`config.mk`:
```
export PLATFORM = sky130hd
export DESIGN_NAME = fft_frame_sequencer
export DESIGN_NICKNAME = d
export VERILOG_FILES = /design/src/rtl/fft_seq_pkg.sv /design/src/rtl/fft_beat_counter.sv /design/src/rtl/fft_frame_sequencer.sv
export SDC_FILE = /design/constraint.sdc
export NUM_CORES = 1
export LEC_CHECK = 0
export ABC_AREA = 1
export CORE_AREA = 2 2 72 74
export CTS_BUF_LIST = sky130_fd_sc_hd__clkbuf_4 sky130_fd_sc_hd__clkbuf_8
export DETAILED_ROUTE_END_ITERATION = 7
export DIE_AREA = 0 0 74 76
export PLACE_DENSITY = 0.85
export SETUP_SLACK_MARGIN = 0.05
export SYNTH_ARGS = -nofsm -noshare
export SYNTH_HDL_FRONTEND = slang
export SYNTH_SLANG_ARGS = --single-unit
```
`constraint.sdc`:
```
create_clock -name clk -period 5.85 [get_ports clk]
set_input_delay 0.585 -clock clk [delete_from_list [all_inputs] [get_ports clk]]
set_output_delay 0.585 -clock clk [all_outputs]
set_load 0.02 [all_outputs]
```
`src/rtl/fft_seq_pkg.sv`:
```
// ---------------------------------------------------------------
// fft_seq_pkg : shared types and helpers for the FFT frame sequencer
// Revision    : 1.0
// ---------------------------------------------------------------
`default_nettype none

package fft_seq_pkg;

  typedef enum logic [1:0] {
    S_IDLE     = 2'd0,
    S_FILL     = 2'd1,
    S_WAIT_RDY = 2'd2,
    S_STREAM   = 2'd3
  } state_t;

  localparam int unsigned MAX_CH      = 8;
  localparam int unsigned CH_IDX_W    = $clog2(MAX_CH);
  localparam int unsigned MAX_FFT_LEN = 65536;
  localparam int unsigned FRAME_CNT_W = $clog2(MAX_FFT_LEN);

  // True when channel index ch addresses FIFO idx.
  function automatic logic ch_sel(input logic [CH_IDX_W-1:0] ch,
                                  input logic [CH_IDX_W-1:0] idx);
    return ch == idx;
  endfunction

endpackage

`default_nettype wire

```
`src/rtl/fft_beat_counter.sv`:
```
// ---------------------------------------------------------------
// fft_beat_counter : per-frame beat counter with first/last flags
// Revision         : 1.0
// ---------------------------------------------------------------
`default_nettype none

module fft_beat_counter #(
  parameter int FFT_LEN = 4096,
  parameter int CNT_W   = $clog2(FFT_LEN)
) (
  input  logic clk,
  input  logic rst_n,
  input  logic clear_i,
  input  logic inc_i,
  output logic first_o,
  output logic last_o
);

  localparam logic [CNT_W-1:0] LAST_BEAT = CNT_W'(FFT_LEN - 1);

  logic [CNT_W-1:0] count_q, count_d;

  always_comb begin
    count_d = count_q;
    if (clear_i) begin
      count_d = '0;
    end else if (inc_i) begin
      count_d = (count_q == LAST_BEAT) ? '0 : count_q + 1'b1;
    end
  end

  always_ff @(posedge clk or negedge rst_n) begin
    if (!rst_n) begin
      count_q <= '0;
    end else begin
      count_q <= count_d;
    end
  end

  assign first_o = (count_q == '0);
  assign last_o  = (count_q == LAST_BEAT);

endmodule

`default_nettype wire

```
`src/rtl/fft_frame_sequencer.sv`:
```
// ---------------------------------------------------------------
// fft_frame_sequencer : fills channel FIFOs, then streams one frame
//                       per channel into an Avalon-ST FFT sink
// Revision            : 1.0
// ---------------------------------------------------------------
`default_nettype none

module fft_frame_sequencer
  import fft_seq_pkg::*;
#(
  parameter int FFT_LEN = 4096,
  parameter int NUM_CH  = 2,
  parameter int DATA_W  = 16,
  parameter int CNT_W   = $clog2(FFT_LEN),
  parameter int CH_W    = (NUM_CH > 1 ? $clog2(NUM_CH) : 1)
) (
  input  logic                     clk,
  input  logic                     rst_n,
  input  logic                     start,
  input  logic                     mode_cont,
  input  logic                     inverse_in,
  input  logic                     clear_err,
  output logic [NUM_CH-1:0]        wr_fifo_en,
  output logic [NUM_CH-1:0]        rd_fifo_en,
  input  logic [NUM_CH-1:0]        wrfull,
  input  logic [NUM_CH-1:0]        rdempty,
  input  logic [NUM_CH*DATA_W-1:0] fifo_q,
  input  logic                     sink_ready,
  output logic                     sink_valid,
  output logic                     sink_sop,
  output logic                     sink_eop,
  output logic [DATA_W-1:0]        sink_real,
  output logic                     sink_inverse,
  output logic [CH_W-1:0]          sink_channel,
  output logic                     frame_done,
  output logic [FRAME_CNT_W-1:0]   frame_cnt,
  output logic                     busy,
  output logic                     underrun_err
);

  localparam logic [CH_W-1:0] LAST_CH = CH_W'(NUM_CH - 1);

  state_t                   state_q, state_d;
  logic [CH_W-1:0]          ch_q, ch_d;
  logic [NUM_CH-1:0]        wr_en_q, wr_en_d;
  logic                     inv_q, inv_d;
  logic                     done_q;
  logic [FRAME_CNT_W-1:0]   cnt_q;
  logic                     err_q, err_d;

  logic                     beat_first, beat_last;
  logic                     accept, last_accept, underrun_set;
  logic [DATA_W-1:0]        ch_data [NUM_CH];

  generate
    for (genvar k = 0; k < NUM_CH; k++) begin : g_ch
      assign ch_data[k]    = fifo_q[k*DATA_W +: DATA_W];
      assign rd_fifo_en[k] = accept && ch_sel(CH_IDX_W'(ch_q), CH_IDX_W'(k));
    end
  endgenerate

  fft_beat_counter #(
    .FFT_LEN (FFT_LEN),
    .CNT_W   (CNT_W)
  ) u_beat (
    .clk     (clk),
    .rst_n   (rst_n),
    .clear_i (state_q != S_STREAM),
    .inc_i   (accept),
    .first_o (beat_first),
    .last_o  (beat_last)
  );

  assign sink_valid   = (state_q == S_STREAM) && !rdempty[ch_q];
  assign accept       = sink_valid && sink_ready;
  assign sink_sop     = sink_valid && beat_first;
  assign sink_eop     = sink_valid && beat_last;
  assign last_accept  = accept && beat_last;
  assign sink_real    = ch_data[ch_q];
  // The sop beat itself sees the live request; later beats see the latch.
  assign sink_inverse = sink_sop ? inverse_in : inv_q;
  assign sink_channel = ch_q;
  assign wr_fifo_en   = (state_q == S_FILL) ? wr_en_q : '0;
  assign frame_done   = done_q;
  assign frame_cnt    = cnt_q;
  assign busy         = (state_q != S_IDLE);
  assign underrun_err = err_q;

  assign underrun_set = (state_q == S_STREAM) && rdempty[ch_q] && !beat_first;

  always_comb begin
    state_d = state_q;
    ch_d    = ch_q;
    wr_en_d = wr_en_q;
    inv_d   = inv_q;
    unique case (state_q)
      S_IDLE: begin
        if (start) begin
          state_d = S_FILL;
          wr_en_d = '1;
        end
      end
      S_FILL: begin
        wr_en_d = wr_en_q & ~wrfull;
        if (&wrfull) begin
          state_d = S_WAIT_RDY;
          ch_d    = '0;
          wr_en_d = '0;
        end
      end
      S_WAIT_RDY: begin
        if (sink_ready) begin
          state_d = S_STREAM;
        end
      end
      S_STREAM: begin
        if (last_accept) begin
          if (ch_q == LAST_CH) begin
            ch_d = '0;
            if (mode_cont) begin
              state_d = S_FILL;
              wr_en_d = '1;
            end else begin
              state_d = S_IDLE;
            end
          end else begin
            ch_d = ch_q + 1'b1;
          end
        end
      end
      default: state_d = S_IDLE;
    endcase
    if (accept && beat_first) begin
      inv_d = inverse_in;
    end
  end

  // Set has priority over clear so a concurrent underrun is never lost.
  always_comb begin
    err_d = err_q;
    if (underrun_set) begin
      err_d = 1'b1;
    end else if (clear_err) begin
      err_d = 1'b0;
    end
  end

  always_ff @(posedge clk or negedge rst_n) begin
    if (!rst_n) begin
      state_q <= S_IDLE;
      ch_q    <= '0;
      wr_en_q <= '0;
      inv_q   <= 1'b0;
      done_q  <= 1'b0;
      cnt_q   <= '0;
      err_q   <= 1'b0;
    end else begin
      state_q <= state_d;
      ch_q    <= ch_d;
      wr_en_q <= wr_en_d;
      inv_q   <= inv_d;
      done_q  <= last_accept;
      cnt_q   <= cnt_q + FRAME_CNT_W'(last_accept);
      err_q   <= err_d;
    end
  end

endmodule

`default_nettype wire

```
==> results of run 1 <==
## per-layer routing
| metal | global-route usage, % | vias to the layer above |
|---|---|---|
| met5 | 0 | - |
| met2 | 36.43 | 73 |
| met3 | 4.894 | 17 |
| met1 | 26.14 | 1042 |
| li1 | - | 1134 |
| met4 | 6.364 | 0 |
## power groups by stage
stage,clock network (mW),registers [mW],logic (mW)
finish,0.177,0.288,0.314
global route,0.190,0.289,0.348
CTS,0.180,0.288,0.315
detailed placement,0,0.292,0.313
global placement,0,0.292,0.307
floorplan,0,0.288,0.200
## Yosys cell counts
cell	instances
nand2_4	2
nor4_1	1
o21ai_1	1
nor3_1	5
nand3_2	1
buf_2	1
buf_1	1
o22ai_2	1
clkbuf_1	1
xnor2_1	5
o21ai_0	10
dfrtp_1	36
xor2_1	12
nor3_2	1
nand3b_1	1
inv_2	3
o22ai_1	5
a21oi_1	2
ha_1	10
nor2_4	2
buf_6	1
nand2_1	100
buf_4	2
o21ai_2	1
nand2_2	7
and2_1	1
nand3_1	15
o21a_1	1
nand4_1	14
nor2_2	3
inv_1	32
nor2_1	23
or2_1	1
## critical path, delay by kind of cell, from the launching register on
| family | cells | cell delay, ps |
|---|---|---|
| AND/OR/NAND/NOR | 4 | 560 |
| flip-flops | 1 | 770 |
| buffers and inverters | 3 | 1210 |
## cell usage in the layout, fill, tap and decap left out, types with 2 or more instances in the layout
master,Yosys,final
clkbuf_8,0,5
nand2_2,7,7
a21oi_1,2,2
o21ai_0,10,10
nor3_1,5,5
nand4_1,14,14
clkdlybuf4s50_1,0,86
inv_2,3,3
xor2_1,12,12
inv_1,32,32
ha_1,10,10
nand3_1,15,15
nand2_4,2,2
nor2_4,2,2
dfrtp_1,36,36
clkinv_2,0,2
nand2_1,100,100
xnor2_1,5,5
o22ai_1,5,5
nor2_2,3,3
nor2_1,23,23
## area by class of cell
class                   instances  area [um2]  share of cell area, %
flip-flops and latches         36       900.9                  27.48
clock inverters                 3       18.77                 0.5725
multi-input cells             225        1202                  36.68
repair buffers                 87       868.3                  26.49
inverters                      35       131.4                  4.008
well taps                      70       87.58                  2.672
clock buffers                   5       68.82                  2.099
## path summary, 6_finish.rpt
check	to	start	depth (start not counted)
max	sink_inverse	sink_channel	7
min	frame_cnt[15]	frame_cnt[15]	1
max reg2reg	frame_cnt[12]	sink_channel	11
min reg2reg	frame_cnt[15]	frame_cnt[15]	1
max in group asynchronous	u_beat.count_q[8]	rst_n	2
min in group asynchronous	frame_cnt[12]	rst_n	2
## registers in the layout (all words and copies together) (netlist names)
register	flops
wr_en_q	2
inv_q	1
frame_done	1
frame_cnt	16
underrun_err	1
sink_channel	1
state_q	2
u_beat.count_q	12
## metrics by stage
stage                     utilization, %  hold WS, ps  std cells  setup WS, ps
after floorplan                        -        289.4        302          3783
after global placement             64.95        455.9        453          2819
after detailed placement           64.95        464.9        453          2748
after CTS                          66.73        475.2        461          2429
after global routing               66.73        507.8        461          2143
final                              66.73        476.1        461          2445
## cells by family after synthesis
kind of cell | after synthesis
buffers and inverters | 41
and+or+nand+nor | 177
AOI/OAI and AO/OA | 21
xor gates and xnor gates | 17
adders and majority gates | 10
DFF | 36
==> results.cfg, run 1 <==
[critical_path]
startpoint_type = flip-flop
slowest_delay_ps = 770
cp-end-kind = output port
reg2reg_slack_ps = 2800
arrival_ps = 2820
critPathSlowestCell = dfrtp_1
required_ps = 5270
path_cells = inv_1, nand2_1, nand3_2, inv_2, nand3_1, nand2_1, clkdlybuf4s50_1
worstSetupPathType = flip-flop to output port
crit_top_cell = nand2_1
cp_max_fo = 21

[clock_tree]
h-tree-depth = 2
cts_setup_buffers = 0
clock_sinks = 36
clk_pin_slew_worst_paths_ps = 80
cts_root_buf = clkbuf_8
ctsResizeCount = 0
clk_latency_ps = 290
cts_buffers = 5
cts_tree = built
hold_buffers = 0
clockBufferDepth = 2

[drt]
met3_length_um = 263
topRoutingLayerUsed = met4
vias = 2266
vias_per_cell = 4.915
drt-met1-wl_mm = 2.386
drt-wirelength-per-cell_um = 12.37
wl_met2_mm = 2.906
drtIter0Drc = 88
dr.pass1.iters = 4
drc = 0
ant_nets = 0
drt_wl_total_mm = 5.704

[power]
switchingPower_mw = 0.2931
sequentialPowerShare_pct = 37.0
p_leak_nw = 1.562
combPwrFrac_pct = 40.3
internal_power_mw = 0.4865
powerDensity_nw_per_um2 = 237.8
p_total_mw = 0.7796
switching_share_pct = 37.59
vdd_drop_max_v = 0.0002415
p_clk_share_pct = 22.7

[timing]
drv_slew = 0
setup_viol = 0
rsz0062_at_grt = no
setup_tns_ps = 0
period_share_pct = 58.21
period_needed_ps = 3405
worst_pin_slew_ps = 659.4
fmax_ghz = 0.2936
skew_ps = 7.063
slew-limit-headroom_pct = 56.04
hold_viol_final = 0

[min_path]
min_path_type = flip-flop to flip-flop

[job]
maxCapViolations = 0

[die]
rows = 26
dieWidth_um = 74
start_util_pct = 46.28
core_area_um2 = 4912
io_pins = 87
die-height_um = 76
dieArea_um2 = 5624

[yosys]
synthMuxAreaShare_pct = 0
synthSimpleGateAreaFrac_pct = 35.33
netlist_top_cells_area = dfrtp_1, nand2_1, ha_1
synth_compound_area_share_pct = 5.504
synth_xor_area_share_pct = 6.549
yosysTopAreaCell = dfrtp_1
synth_top_family_by_area = simple AND/OR/NAND/NOR gates
post_synth_inst_count = 302
syn_area_um2 = 2273
ys_types = 33
ys_warn_count = 0
synth_nets = 355
seq_area_frac_synth_pct = 39.63
ys_ff_latch = 36
synth.top_cell.area_share_pct = 39.63
syn_area_per_cell_um2 = 7.528
synthAdderAreaFrac_pct = 5.504

[layout]
layout.nets = 443
final_area_um2 = 3278
num-fill-cells = 405
drive_gt1_share_pct = 7.673
antenna_cells = 0
syn2layout_area_growth_pct = 44.19

[global_routing]
antenna_found_initial = 0
grt_pass1_vias = 2125
grt.overflow.total = 0
grt_max_degree = 37
grt_usage_pct = 21.28
grt_first_pass_wirelength_mm = 9.487

[place]
hpwlAfterDp_mm = 4.498
port_buffers = 86
placed_area_um2 = 3191
place.gp.congestion = 0.9049

[outcome]
status = completed
(Power assumes the default switching activity.)
==> inputs of run 2 (changes only) <==
--- a/config.mk
+++ b/config.mk
@@ -6,11 +6,11 @@
 export NUM_CORES = 1
 export LEC_CHECK = 0
 export ABC_AREA = 1
-export CORE_AREA = 2 2 72 74
+export CORE_AREA = 2 2 74 76
 export CTS_BUF_LIST = sky130_fd_sc_hd__clkbuf_4 sky130_fd_sc_hd__clkbuf_8
 export DETAILED_ROUTE_END_ITERATION = 7
-export DIE_AREA = 0 0 74 76
-export PLACE_DENSITY = 0.85
+export DIE_AREA = 0 0 76 78
+export PLACE_DENSITY = 0.81
 export SETUP_SLACK_MARGIN = 0.05
 export SYNTH_ARGS = -nofsm -noshare
 export SYNTH_HDL_FRONTEND = slang
==> constraint.sdc (replaced) <==
create_clock -name clk -period 3.3 [get_ports clk]
set_input_delay 0.33 -clock clk [delete_from_list [all_inputs] [get_ports clk]]
set_output_delay 0.33 -clock clk [all_outputs]
set_load 0.02 [all_outputs]
==> run 2 against run 1 <==
Net effect: die area rose by 5.4%; power rose by 81%; setup slack got worse by 1800 ps; largest cell class unchanged; critical path type unchanged; final cell count rose by 0.43%; first-iteration DRC count rose by 30%; register-to-register slack got worse by 2000 ps; sequential cell count did not move.
==> results.cfg, run 2 (synthesis results as in run 1) <==
[critical_path]
path_delay_family = buffers and inverters
worst-r2r-cell-count = 10
arrival_ps = 2330
critPathSlowestCell = clkdlybuf4s50_1
cp-end-kind = output port
endpoint = rd_fifo_en[1]
reg2reg_slack_ps = 760
path_cells = ha_1, nand3_2, inv_2, nand2_2, nor2_1, clkdlybuf4s50_1
slowest_delay_ps = 630
crit_start = state_q[0]
regToRegEndpoint = frame_cnt[12]
crit_buf_inv = 2
required_ps = 2970
startpoint_type = flip-flop
worstSetupPathType = flip-flop to output port
cp_max_fo = 11
r2r_start = state_q[0]
crit_cells = 6

[min_path]
min_path_type = input pin to async pin

[layout]
final_common_cell = nand2_1
final_cell_mix = nand2_1, clkdlybuf4s50_1, dfrtp_1
largest_reg_flops = 16
layout.nets = 445
drive_gt1_share_pct = 8.142
antenna_cells = 0
syn2layout_area_growth_pct = 45.29
final_cells = 463

[die]
rows = 26
core_area_um2 = 5042
io_pins = 87
dieWidth_um = 76
start_util_pct = 45.09
die-height_um = 78
dieArea_um2 = 5928

[global_routing]
grt_max_degree = 37
grt_usage_pct = 21.60
grt_pass1_vias = 2351
grt.overflow.total = 0
antenna_found_initial = 0
grt_first_pass_wirelength_mm = 10.42

[clock_tree]
clock_sinks = 36
h-tree-depth = 2
cts_tree = built
cts_root_buf = clkbuf_8
ctsResizeCount = 0
cts_setup_buffers = 0
clk_pin_slew_worst_paths_ps = 70
clockBufferDepth = 2
hold_buffers = 0
cts_buffers = 5
clk_latency_ps = 290

[power]
p_leak_nw = 1.572
switchingPower_mw = 0.5204
p_clk_share_pct = 24.2
sequentialPowerShare_pct = 36.2
vdd_drop_max_v = 0.0005208
powerDensity_nw_per_um2 = 427.7
switching_share_pct = 36.84
internal_power_mw = 0.8923
combPwrFrac_pct = 39.7

[drt]
vias_per_cell = 4.937
drt_wl_total_mm = 6.041
drc = 0
dr.pass1.iters = 4
drtIter0Drc = 114
vias = 2286
drt-wirelength-per-cell_um = 13.05
ant_nets = 0

[timing]
setup_viol = 0
period_needed_ps = 2662
hold_viol_final = 0
skew_ps = 4.942
drv_slew = 0
rsz0062_at_grt = no
slew-limit-headroom_pct = 65.17
setup_tns_ps = 0
fmax_ghz = 0.3756
worst_pin_slew_ps = 522.3
period_share_pct = 80.67

[place]
port_buffers = 86
hpwlAfterDp_mm = 4.878
dp.cells = 455
place.gp.congestion = 0.8669

[job]
maxCapViolations = 0

[outcome]
status = completed
[run 2: cell types whose count changed in the layout (fill, tap and decap cells not counted)]
cell | before | now
buf_4 | 1 | 3
clkbuf_4 | 0 | 1
clkbuf_8 | 5 | 6
clkinv_2 | 2 | 0
clkinv_4 | 1 | 0
clkinvlp_4 | 0 | 1
[run 2: worst min-delay path by stage]
stage             startpoint             to  slack (ps)  depth (start not counted)
2_1_floorplan          rst_n   frame_cnt[0]          30                          0
3_3_place_gp   frame_cnt[15]  frame_cnt[15]         460                          1
3_5_place_dp   frame_cnt[15]  frame_cnt[15]         470                          1
4_1_cts                rst_n  frame_cnt[13]         480                          2
5_1_grt        frame_cnt[15]  frame_cnt[15]         500                          1
6_report               rst_n  frame_cnt[13]         460                          2
[run 2: per-stage QoR]
stage	power [mW]	cell area, um2	utilization (%)	worst slack, ps	hold slack, ps
2_1_floorplan	0.8660	2273	-	1233	34.41
3_3_place_gp	1.065	3206	63.57	948.2	460.0
3_5_place_dp	1.078	3206	63.57	776.6	469.2
4_1_cts	1.419	3303	65.51	631.7	477.3
5_1_grt	1.513	3303	65.51	463.1	499.5
6_report	1.413	3303	65.51	637.9	455.4
[run 2: area by class of cell]
class,count,area (um2)
well taps,70,87.58
inverters,35,131.4
fillers,417,1739
clock inverters,1,7.507
clock buffers,7,90.09
multi-input cells,225,1202
repair buffers,89,883.3
flip-flops and latches,36,900.9
[run 2: worst reg2reg max path: stages, from the launching register on]
cell and delay (ps):
dfrtp_1 420, ha_1 460, nand3_2 210, nor2_4 180, nand2_2 100, inv_1 130
ha_1 160, ha_1 210, nand3_1 160, nor3_1 260, xor2_1 170
[run 2: metal layers]
layer	wire length (um)	vias up	part of all wire [%]	GRT usage, %
met1	2549	1067	42	24.80
met2	3052	64	51	38.75
li1	-	1144	-	-
met4	108	0	1.8	7.455
met5	0	-	0	0
met3	331	11	5.5	6.047
[run 2: power by group through the flow]
stage | Combinational [mW] | Clock, mW | Sequential [mW]
floorplan | 0.355 | 0 | 0.511
global placement | 0.551 | 0 | 0.514
detailed placement | 0.559 | 0 | 0.519
CTS | 0.563 | 0.345 | 0.510
global route | 0.627 | 0.370 | 0.516
finish | 0.560 | 0.342 | 0.511
